**src/rtl/multicycle_ctrl_fsm.sv**
```systemverilog
// Multi-cycle control FSM for the reduced RISC-V core: decodes instr, sequences the datapath strobes, counts retires.
// Optional MEM_WAIT_EN adds a mem_ready port; MEM then holds until the data memory reports done.
module multicycle_ctrl_fsm #(
   parameter int WIDTH = 32
) (
   input  logic             clk,
   input  logic             rst,
   input  logic [WIDTH-1:0] instr,
   input  logic             EQ,
`ifdef MEM_WAIT_EN
   input  logic             mem_ready,
`endif
   output logic [2:0]       ALUctrl,
   output logic             ALUsrc,
   output logic [1:0]       ImmSrc,
   output logic             ResultSrc,
   output logic             IRwrite,
   output logic             PCwrite,
   output logic             PCsrc,
   output logic             RegWrite,
   output logic             MemRead,
   output logic             MemWrite,
   output logic             retired,
   output logic [WIDTH-1:0] instret,
   output logic             illegal
);

   typedef enum logic [2:0] {
      FETCH  = 3'd0,
      DECODE = 3'd1,
      EXEC   = 3'd2,
      MEM    = 3'd3,
      WB     = 3'd4,
      TRAP   = 3'd5
   } state_t;

   state_t      state;
   state_t      next_state;

   logic [6:0]  opcode;
   logic [2:0]  funct3;
   logic [6:0]  funct7;
   logic        is_alui;
   logic        is_rtype;
   logic        is_lw;
   logic        is_sw;
   logic        is_beq;
   logic        is_bne;
   logic        legal;
   logic        taken;
   logic        mem_done;
   logic [2:0]  alu_ctrl_dec;
   logic        alu_src_dec;
   logic [1:0]  imm_src_dec;
   logic        unused_instr;

   assign opcode       = instr[6:0];
   assign funct3       = instr[14:12];
   assign funct7       = instr[31:25];
   assign unused_instr = ^instr;

`ifdef MEM_WAIT_EN
   assign mem_done = mem_ready;
`else
   assign mem_done = 1'b1;
`endif

   // Instruction decode: legality plus the ALU/immediate controls the instruction needs while in flight
   always_comb begin
      is_alui      = 1'b0;
      is_rtype     = 1'b0;
      is_lw        = 1'b0;
      is_sw        = 1'b0;
      is_beq       = 1'b0;
      is_bne       = 1'b0;
      alu_ctrl_dec = 3'b000;
      alu_src_dec  = 1'b0;
      imm_src_dec  = 2'b00;
      case (opcode)
         7'b0010011: begin
            is_alui     = (funct3 == 3'b000);
            alu_src_dec = 1'b1;
         end
         7'b0110011: begin
            // funct7 0100000 is only meaningful as sub; every other R op needs funct7 all zero
            case (funct3)
               3'b000: begin
                  is_rtype     = (funct7 == 7'b0000000) || (funct7 == 7'b0100000);
                  alu_ctrl_dec = funct7[5] ? 3'b001 : 3'b000;
               end
               3'b111: begin
                  is_rtype     = (funct7 == 7'b0000000);
                  alu_ctrl_dec = 3'b010;
               end
               3'b110: begin
                  is_rtype     = (funct7 == 7'b0000000);
                  alu_ctrl_dec = 3'b011;
               end
               3'b010: begin
                  is_rtype     = (funct7 == 7'b0000000);
                  alu_ctrl_dec = 3'b101;
               end
               default: begin
                  is_rtype     = 1'b0;
               end
            endcase
         end
         7'b0000011: begin
            is_lw       = (funct3 == 3'b010);
            alu_src_dec = 1'b1;
         end
         7'b0100011: begin
            is_sw       = (funct3 == 3'b010);
            alu_src_dec = 1'b1;
            imm_src_dec = 2'b01;
         end
         7'b1100011: begin
            is_beq       = (funct3 == 3'b000);
            is_bne       = (funct3 == 3'b001);
            alu_ctrl_dec = 3'b001;
            imm_src_dec  = 2'b10;
         end
         default: begin
            alu_ctrl_dec = 3'b000;
         end
      endcase
   end

   assign legal = is_alui | is_rtype | is_lw | is_sw | is_beq | is_bne;
   assign taken = (is_beq & EQ) | (is_bne & ~EQ);

   // Next-state and strobe decode; reset forces every output to its idle value
   always_comb begin
      next_state = state;
      ALUctrl    = 3'b000;
      ALUsrc     = 1'b0;
      ImmSrc     = 2'b00;
      ResultSrc  = 1'b0;
      IRwrite    = 1'b0;
      PCwrite    = 1'b0;
      PCsrc      = 1'b0;
      RegWrite   = 1'b0;
      MemRead    = 1'b0;
      MemWrite   = 1'b0;
      retired    = 1'b0;
      if (rst) begin
         next_state = FETCH;
      end else begin
         case (state)
            FETCH: begin
               IRwrite    = 1'b1;
               PCwrite    = 1'b1;
               next_state = DECODE;
            end
            DECODE: begin
               next_state = legal ? EXEC : TRAP;
            end
            EXEC: begin
               ALUctrl = alu_ctrl_dec;
               ALUsrc  = alu_src_dec;
               ImmSrc  = imm_src_dec;
               if (is_beq || is_bne) begin
                  PCwrite    = taken;
                  PCsrc      = taken;
                  retired    = 1'b1;
                  next_state = FETCH;
               end else if (is_lw || is_sw) begin
                  next_state = MEM;
               end else begin
                  next_state = WB;
               end
            end
            MEM: begin
               ALUctrl = alu_ctrl_dec;
               ALUsrc  = alu_src_dec;
               ImmSrc  = imm_src_dec;
               if (is_lw) begin
                  MemRead    = 1'b1;
                  next_state = mem_done ? WB : MEM;
               end else begin
                  MemWrite   = 1'b1;
                  retired    = mem_done;
                  next_state = mem_done ? FETCH : MEM;
               end
            end
            WB: begin
               ALUctrl    = alu_ctrl_dec;
               ALUsrc     = alu_src_dec;
               ImmSrc     = imm_src_dec;
               RegWrite   = 1'b1;
               ResultSrc  = is_lw;
               retired    = 1'b1;
               next_state = FETCH;
            end
            TRAP: begin
               next_state = TRAP;
            end
            default: begin
               next_state = FETCH;
            end
         endcase
      end
   end

   // State register, retire counter and sticky illegal flag
   always_ff @(posedge clk or posedge rst) begin
      if (rst) begin
         state   <= FETCH;
         instret <= '0;
         illegal <= 1'b0;
      end else begin
         state <= next_state;
         if (retired) begin
            instret <= instret + WIDTH'(1);
         end else begin
            instret <= instret;
         end
         if ((state == DECODE) && !legal) begin
            illegal <= 1'b1;
         end else begin
            illegal <= illegal;
         end
      end
   end

endmodule

```
**config.mk**
```make
export PLATFORM = sky130hd
export DESIGN_NAME = multicycle_ctrl_fsm
export DESIGN_NICKNAME = d
export VERILOG_FILES = /design/src/rtl/multicycle_ctrl_fsm.sv
export SDC_FILE = /design/constraint.sdc
export NUM_CORES = 1
export LEC_CHECK = 0
export BUFFER_PORTS_ARGS = -buffer_cell sky130_fd_sc_hd__buf_4
export CAP_MARGIN = 5
export CORE_ASPECT_RATIO = 1.1
export CORE_MARGIN = 2
export CORE_UTILIZATION = 45
export DETAILED_ROUTE_END_ITERATION = 8
export PLACE_DENSITY = 0.77
export SYNTH_ARGS = -nofsm -noshare
export SYNTH_HDL_FRONTEND = slang
export SYNTH_SLANG_ARGS = --single-unit
```
**constraint.sdc**
```tcl
create_clock -name clk -period 2.1 [get_ports clk]
set_input_delay 0.21 -clock clk [delete_from_list [all_inputs] [get_ports clk]]
set_output_delay 0.21 -clock clk [all_outputs]
set_load 0.005 [all_outputs]
```
Word level (Yosys, flattened, before mapping)
Cells that the tools add are included.
- word-level logic and storage cells: 83
- input bits: 35
- output and inout port bits: 47
- flip-flop bits (word level): 36
- add/sub/neg operators: 1
- bitwise logic cells: 9
- equality and inequality tests: 15
- mux-type cells: 44
- reductions and logical operators: 11
- operators by type and width (cell ; count):
    adder 32 x 1 -> 32 bit, second input constant ; 1
    two-way mux 1 bit ; 28
    == test 7 x 6 -> 1 bit, second input constant ; 3
    two-way mux 3 bit ; 7
    one-hot mux 3 bit (5 select lines) ; 1
    == test 3 bit, second input constant ; 4
    one-hot mux 3 bit (4 select lines) ; 1
    == test 3 x 2 -> 1 bit, second input constant ; 3
    OR reduction 3 bit ; 3
    == test 7 x 2 -> 1 bit, second input constant ; 1
    == test 7 x 5 -> 1 bit, second input constant ; 1
    == test 7 bit, second input constant ; 1
    logical NOT 7 bit ; 1
    == test 3 x 1 -> 1 bit, second input constant ; 2
    logical NOT 3 bit ; 2
    OR 1 bit ; 6
    one-hot mux 3 bit (2 select lines) ; 1
    two-way mux 2 bit ; 2
    one-hot mux 1 bit (2 select lines) ; 2
    one-hot mux 2 bit (2 select lines) ; 1
    logical OR 1 bit ; 3
    one-hot mux 1 bit (3 select lines) ; 1
    bitwise AND 1 bit ; 2
    logical AND 1 bit ; 1
    other kinds (2) ; 2

Depth between registers and ports, before layout
Gate-level depths: netlist of the first run.
- depth after elaboration: 12
- depth in mapped cells: 7
- depth with buffers taken out: 6

Worst setup path after synthesis of the first run
Ideal clock, no wire load.
- path kind: register to register
- start: reg state[2]
- end: reg instret[21]
- cell stages (with the launch flop): 6
- setup slack: -0.103 ns
- library setup time: 0.126 ns
- data arrival time: 2.077 ns
- path buffers: 0
- path through: dfrtp_1 > or4b_1 > o41a_1 > o22a_4 > or4_4 > xnor2_2
- cells in the longest elaborated chain, start to end: 3
- ends and longest elaborated chain (item ; RTL line ; text):
    from (decl) ; 37 ; state_t state;
    from (signal assigned) ; 212 ; state <= next_state;
    == test 3 bit or == test 3 x 2 -> 1 bit (tied branches) ; 149 ; case (state)
    one-hot mux 1 bit (3 select lines) * ; 149 ;
    two-way mux 1 bit * ; 146 ; if (rst) begin
    to (signal assigned) ; 214 ; instret <= instret + WIDTH'(1);
    to (signal assigned) ; 216 ; instret <= instret;
    to (decl) ; 24 ; output logic [WIDTH-1:0] instret,
Mark *: on every way between the ends. The rest lies on a longest branch, timed or not.
A chain may end at the register's enable or synchronous reset.

Final worst setup path of the first run
- start: reg state[2]
- end: out retired
- cells in the longest elaborated chain, start to end: 3
- ends and longest elaborated chain (item ; RTL line ; text):
    == test 3 bit or == test 3 x 2 -> 1 bit (tied branches) ; 149 ;
    one-hot mux 1 bit (3 select lines) * ; 149 ;
    two-way mux 1 bit * ; 146 ;
    to (decl) ; 23 ; output logic retired,
Marks and branches as above.

==> reports/qor.txt, run 1 <==
chip width = 71 um
diode count = 0
Remaining DRCs = 0
Rows = 26
Worst R2R Path Depth = 7
Yosys warnings = 0
crit start category = flop
Via Count = 2176
Hold Crit Class = input pin to async pin
Root Buffer = clkbuf_8
clock-pin slew on the worst setup and hold paths = 0.07 ns
crit end category = output pin
final setup fails = 24
failing checks = setup timing
design area = 0.00356 mm^2
Die H = 77.7 um
Final Wtd Congestion = 0.858
Post-synth EDFFs = 0
worst slew pin tran = 0.593 ns
M1 WL = 2.65 mm
Post-synth ARST share = 100%
Synth Flop Type = dfrtp_1
1st-iter DRT viols = 76
top layer in use = met4
Post-CTS Hold Buffers = 0
layout cell share with drive strength beyond 1 = 51.4%
die area = 0.00552 mm^2
vias in the first global route = 2136
largest net degree at the start of global routing = 30
Total GRT Usage = 23.5%
clock skew = 0.0119 ns
Setup Crit Path Kind = flop to output pin
Tmin final = 2.31 ns
H-tree depth = 2
port bufs = 66
placed cells = 363
Syn Nets = 251
Clock Sinks = 36
synthesized area per cell = 10.3 um^2
Clk Latency, worst-skew pair = 0.29 ns
cts bufs inserted = 5
Max Cap Viol = 0
Compound-Gate Fraction of Synth Area = 6.25%
synthesized area = 0.00222 mm^2
flops & latches, synth = 36
Crit Path Max Fanout = 6
unrepaired setup endpoints after global routing = yes
Filler cells = 312
Starting Density = 47.1%
Slew headroom = 59.5%
commonest non-fill, non-tap cell in the layout = buf_4
Period Utilization, post-route = 110%
first-pass GRT wire length = 10.3 mm
met3 wire len = 409 um
final hold vios = 0
Final nets = 362
Critical Path AT = 2.10 ns
post-synthesis sequential area ratio = 40.5%
Detail Placement HPWL = 4.30 mm
final WL = 6.61 mm
post-synthesis simple-gate area fraction = 35.8%
Mapped Cells = 215
initial antenna violation count = 0
Worst EP required = 1.89 ns
Core Area = 0.00472 mm^2
Max IR drop VDD = 0.648 mV
Synth Area in Adders = 0.563%
fin worst setup slack = -0.207 ns
Area growth, synth to finish = 60.0%
pins over their slew limit = 0
multiplexer area fraction after synthesis = 0.507%
Cell Area, Placed = 0.00301 mm^2
Leak Pwr = 1.81 nW
outcome = finished, violations left
Final Non-Filler Cells = 383
CTS tree = done
PD cells = 508 mW/mm^2
maximum root-to-sink buffer count = 2
total gr overflow = 0
Pre-antenna DRT Iters = 4
xor/xnor share of the synthesized area = 13.0%
Ports = 82
achievable frequency = 0.433 GHz
Via density = 5.68
commonest cells after routing, fill and taps aside = 104 x buf_4, 36 x dfrtp_1, 22 x xor2_1
largest family of logic cells by synthesized area = simple AND/OR/NAND/NOR gates
Distinct cells, synth = 52
Fin Hold WS = 0.224 ns
routed len/inst = 17.2 um
Post-Place Worst Slack = -0.187 ns
DR WL met2 = 3.41 mm
antenna viol nets, final = 0
[stage by stage]
stage                     util (%)  power [mW]  setup TNS, ns
after floorplan                  -       0.946         -0.115
after global placement        63.9        1.15          -2.52
after detailed placement      63.9        1.16          -3.23
after CTS                     72.9        1.80          -2.41
after global routing          75.4        1.89          -5.11
final                         75.4        1.80          -2.56
[worst max-delay path: stages, from the launching register on]
cell and delay, ns:
dfrtp_1 0.38, or4b_4 0.49, o41a_1 0.35, o22a_4 0.28, nor2_4 0.12, buf_6 0.11
buf_6 0.08
[power breakdown]
| part | internal (mW) | switching, mW |
|---|---|---|
| sequential | 0.742 | 0.0571 |
| clock | 0.352 | 0.243 |
| combinational | 0.215 | 0.196 |
| total | 1.31 | 0.497 |
[synth_stat cells (all sizes together), types with 2 or more instances]
cell	n	area share (%)
and3	4	1.1
nor4b	7	4.7
nand2	18	3.0
or4b	2	0.90
buf	6	1.7
dfrtp	36	41
nand4	7	2.0
or2	4	1.1
nand3	10	2.3
nand2b	3	0.84
o32ai	2	0.79
and2	3	0.84
or3	5	1.4
or4	2	0.84
nand3b	2	0.68
xnor2	10	4.3
nor2b	2	0.56
nor4	15	8.4
nor2	6	1.0
inv	6	1.0
xor2	22	8.7
nor3b	2	0.68
clkbuf	4	0.68
a21oi	3	0.68
nor3	16	3.6
[cells by family after synthesis]
family | Yosys count
compound gates | 17
flops | 36
buf+inv | 16
simple gates | 112
fa+ha+maj | 1
mux | 1
xor+xnor | 32
[layer usage]
layer  track usage (%)  up-vias
li1                  -     1015
met1              27.9     1070
met2              42.9       76
met3              5.06       15
met4              5.85        0
met5                 0        -
[registers in the layout (all words and copies together), names as in the netlist]
register	count
illegal	1
instret	32
state	3
[timing repair]
action / 4_1_cts / 5_1_grt
cloned: 1 / 0
setup buffers: 3 / 9
gates resized for setup: 44 / 15
hold endpoints to repair: 0 / 0
pin swaps: 33 / 16
setup endpoints to repair: 30 / 37
[path summary, 6_finish.rpt]
path,from,end,slack [ns]
worst max-delay path,state[2],retired,-0.21
worst min-delay path,rst,state[2],0.22
worst max register to register,state[2],instret[24],-0.20
worst min register to register,instret[31],instret[31],0.48
max in group asynchronous,rst,instret[1],1.28
min in group clk,instr[4],state[1],0.38
[cell type report]
cell class / count / area (um^2) / share of cell area, %
multi-input combinational: 163 / 1540 / 43.2
timing repair buffer: 114 / 918 / 25.8
sequential: 36 / 901 / 25.3
clock buffer: 6 / 72.6 / 2.04
tap: 56 / 70.1 / 1.97
clock inverter: 2 / 35.0 / 0.985
inverter: 6 / 22.5 / 0.633
No activity file was read; power rests on OpenSTA's default activity.
==> run 2, diff against run 1 <==
--- a/config.mk
+++ b/config.mk
@@ -11,7 +11,7 @@
 export CORE_MARGIN = 2
 export CORE_UTILIZATION = 45
 export DETAILED_ROUTE_END_ITERATION = 8
-export PLACE_DENSITY = 0.77
+export PLACE_DENSITY = 0.88
 export SYNTH_ARGS = -nofsm -noshare
 export SYNTH_HDL_FRONTEND = slang
 export SYNTH_SLANG_ARGS = --single-unit
==> run 2 against run 1 <==
The flow still finishes with violations (setup timing). Via count is 3.0% lower. Clock power rose by 1%. Sequential share of layout area is 0.86 points higher. Sequential power rose by 2%. Maximum frequency rose by 0.58%. Clock skew is 0.0019 ns lower. Combinational power is 12% lower. Flip-flop and latch count unchanged. Setup slack improved by 0.013 ns. Critical path type is now flop to flop. Critical endpoint is now instret[21]. Largest power group unchanged.
==> reports/qor.txt, run 2 (synthesized netlist as in run 1, its figures left out) <==
Hold Crit Class = input pin to async pin
1st-iter DRT viols = 95 (+25%)
PD cells = 516 mW/mm^2 (+1.7%)
final WL = 6.22 mm (-5.8%)
Total GRT Usage = 23.2% (-0.36 points)
Area growth, synth to finish = 55.0%
Period Utilization, post-route = 109% (-0.63 points)
maximum root-to-sink buffer count = 2 (unchanged)
fin worst setup slack = -0.194 ns (+0.0133 ns)
Detail Placement HPWL = 4.23 mm (-1.6%)
Remaining DRCs = 0 (unchanged)
Critical Path AT = 2.46 ns (+0.36 ns)
cts bufs inserted = 5 (unchanged)
M1 WL = 2.44 mm (-7.8%)
Slew headroom = 67.0% (+7.6 points)
crit end category = flop
Worst EP required = 2.27 ns (+0.38 ns)
layout cell share with drive strength beyond 1 = 49.8% (-1.5 points)
DR WL met2 = 3.38 mm (-1.1%)
Via Count = 2111 (-3.0%)
Final nets = 352 (-2.8%)
Filler cells = 310 (-0.64%)
storage element area = 902 um^2 (+0.14%)
CP bufs+invs = 0 (-2)
Core Area = 0.00472 mm^2 (unchanged)
top layer in use = met4
largest net degree at the start of global routing = 40 (+33%)
Post-Place Worst Slack = -0.220 ns (-0.0325 ns)
Max Cap Viol = 0 (unchanged)
pins over their slew limit = 0 (unchanged)
final setup fails = 21 (-13%)
Starting Density = 47.1% (unchanged)
Crit Path Max Fanout = 5 (-1)
met3 wire len = 345 um (-16%)
clock-pin slew on the worst setup and hold paths = 0.08 ns (about the same)
routed len/inst = 16.7 um (-3.3%)
H-tree depth = 2 (unchanged)
Tmin final = 2.29 ns (-0.0133 ns)
TNS Setup = -1.73 ns (+0.837 ns)
antenna viol nets, final = 0 (unchanged)
Final Wtd Congestion = 0.864 (+0.72%)
Crit path max-delay family = simple AND/OR/NAND/NOR gates
slowest library cell on the worst path = or4_4
Final Non-Filler Cells = 373 (-2.6%)
Critical Path, Cell by Cell = or4b_4 > o41a_1 > o22a_4 > or4_4 > xnor2_2
Root Buffer = clkbuf_8
final hold vios = 0 (unchanged)
Setup Crit Path Kind = flop to flop
commonest non-fill, non-tap cell in the layout = buf_4
vias in the first global route = 2154 (+0.84%)
Die H = 77.7 um (unchanged)
total gr overflow = 0 (unchanged)
utilization after layout = 73.0% (-2.4 points)
chip width = 71 um (unchanged)
Rows = 26 (unchanged)
Via density = 5.66 (-0.39%)
achievable frequency = 0.436 GHz (+0.58%)
max reg flops = 32 (unchanged)
Pre-antenna DRT Iters = 4 (unchanged)
Clock Sinks = 36 (unchanged)
Fin Hold WS = 0.208 ns (-0.0159 ns)
Design Power = 1.78 mW (-1.5%)
worst slew pin tran = 0.495 ns (-0.0983 ns)
Ports = 82 (unchanged)
Cell Area, Placed = 0.00298 mm^2 (-1.1%)
die area = 0.00552 mm^2 (unchanged)
unrepaired setup endpoints after global routing = yes
crit-path max cell delay = 0.53 ns (+0.04 ns)
Max IR drop VDD = 0.806 mV (+24%)
clock skew = 0.00998 ns (-0.00194 ns)
initial antenna violation count = 0 (unchanged)
multi-input logic area = 0.00153 mm^2 (-0.24%)
diode count = 0 (unchanged)
port bufs = 66 (unchanged)
crit start category = flop
CTS tree = done
outcome = finished, violations left
design area = 0.00344 mm^2 (-3.2%)
Post-CTS Hold Buffers = 0 (unchanged)
commonest cells after routing, fill and taps aside = 99 x buf_4, 35 x dfrtp_1, 22 x xor2_1
placed cells = 357 (-1.7%)
Regs by FF count = instret: 32 flops, state: 3 flops, illegal: 1 flops
Clk Latency, worst-skew pair = 0.29 ns (about the same)
Largest Register = instret
first-pass GRT wire length = 10.3 mm (-0.20%)
failing checks = setup timing
Leak Pwr = 1.74 nW (-3.9%)
## run 2: metal layers
layer  GRT usage (%)  vias to the layer above
met3            4.68                        6
met5               0                        -
met2            40.7                       59
met4            6.60                        0
li1                -                      995
met1            28.7                     1051
## run 2: path summary, 6_finish.rpt
path	start	to	slack [ns]	cells after the start
worst max-delay path	state[2]	instret[21]	-0.19	5
worst min-delay path	rst	instret[26]	0.21	3
worst max register to register	state[2]	instret[21]	-0.19	5
worst min register to register	instret[31]	instret[31]	0.47	1
max in group asynchronous	rst	instret[3]	1.52	3
min in group clk	rst	state[1]	0.35	2
## run 2: tightest hold or removal path, delay by kind of cell
kind,cells,cell delay [ns]
buffers and inverters,3,0.73
## run 2: timing repair
action                     4_1_cts  5_1_grt
setup endpoints to repair       29       32
buffers inserted                 5        4
gates resized for setup         33       16
pin swaps                       18       14
## run 2: layout make-up
cell class	count	area share, %
Multi-Input combinational cell	163	44.5
Inverter	6	0.654
Tap cell	56	2.03
Clock buffer	6	2.11
Clock inverter	2	1.02
Sequential cell	36	26.2
Timing Repair Buffer	104	23.5
## run 2: power by group
group / switching [mW] / internal [mW]
clock: 0.251 / 0.352
sequential: 0.0723 / 0.743
combinational: 0.170 / 0.190
total: 0.493 / 1.29
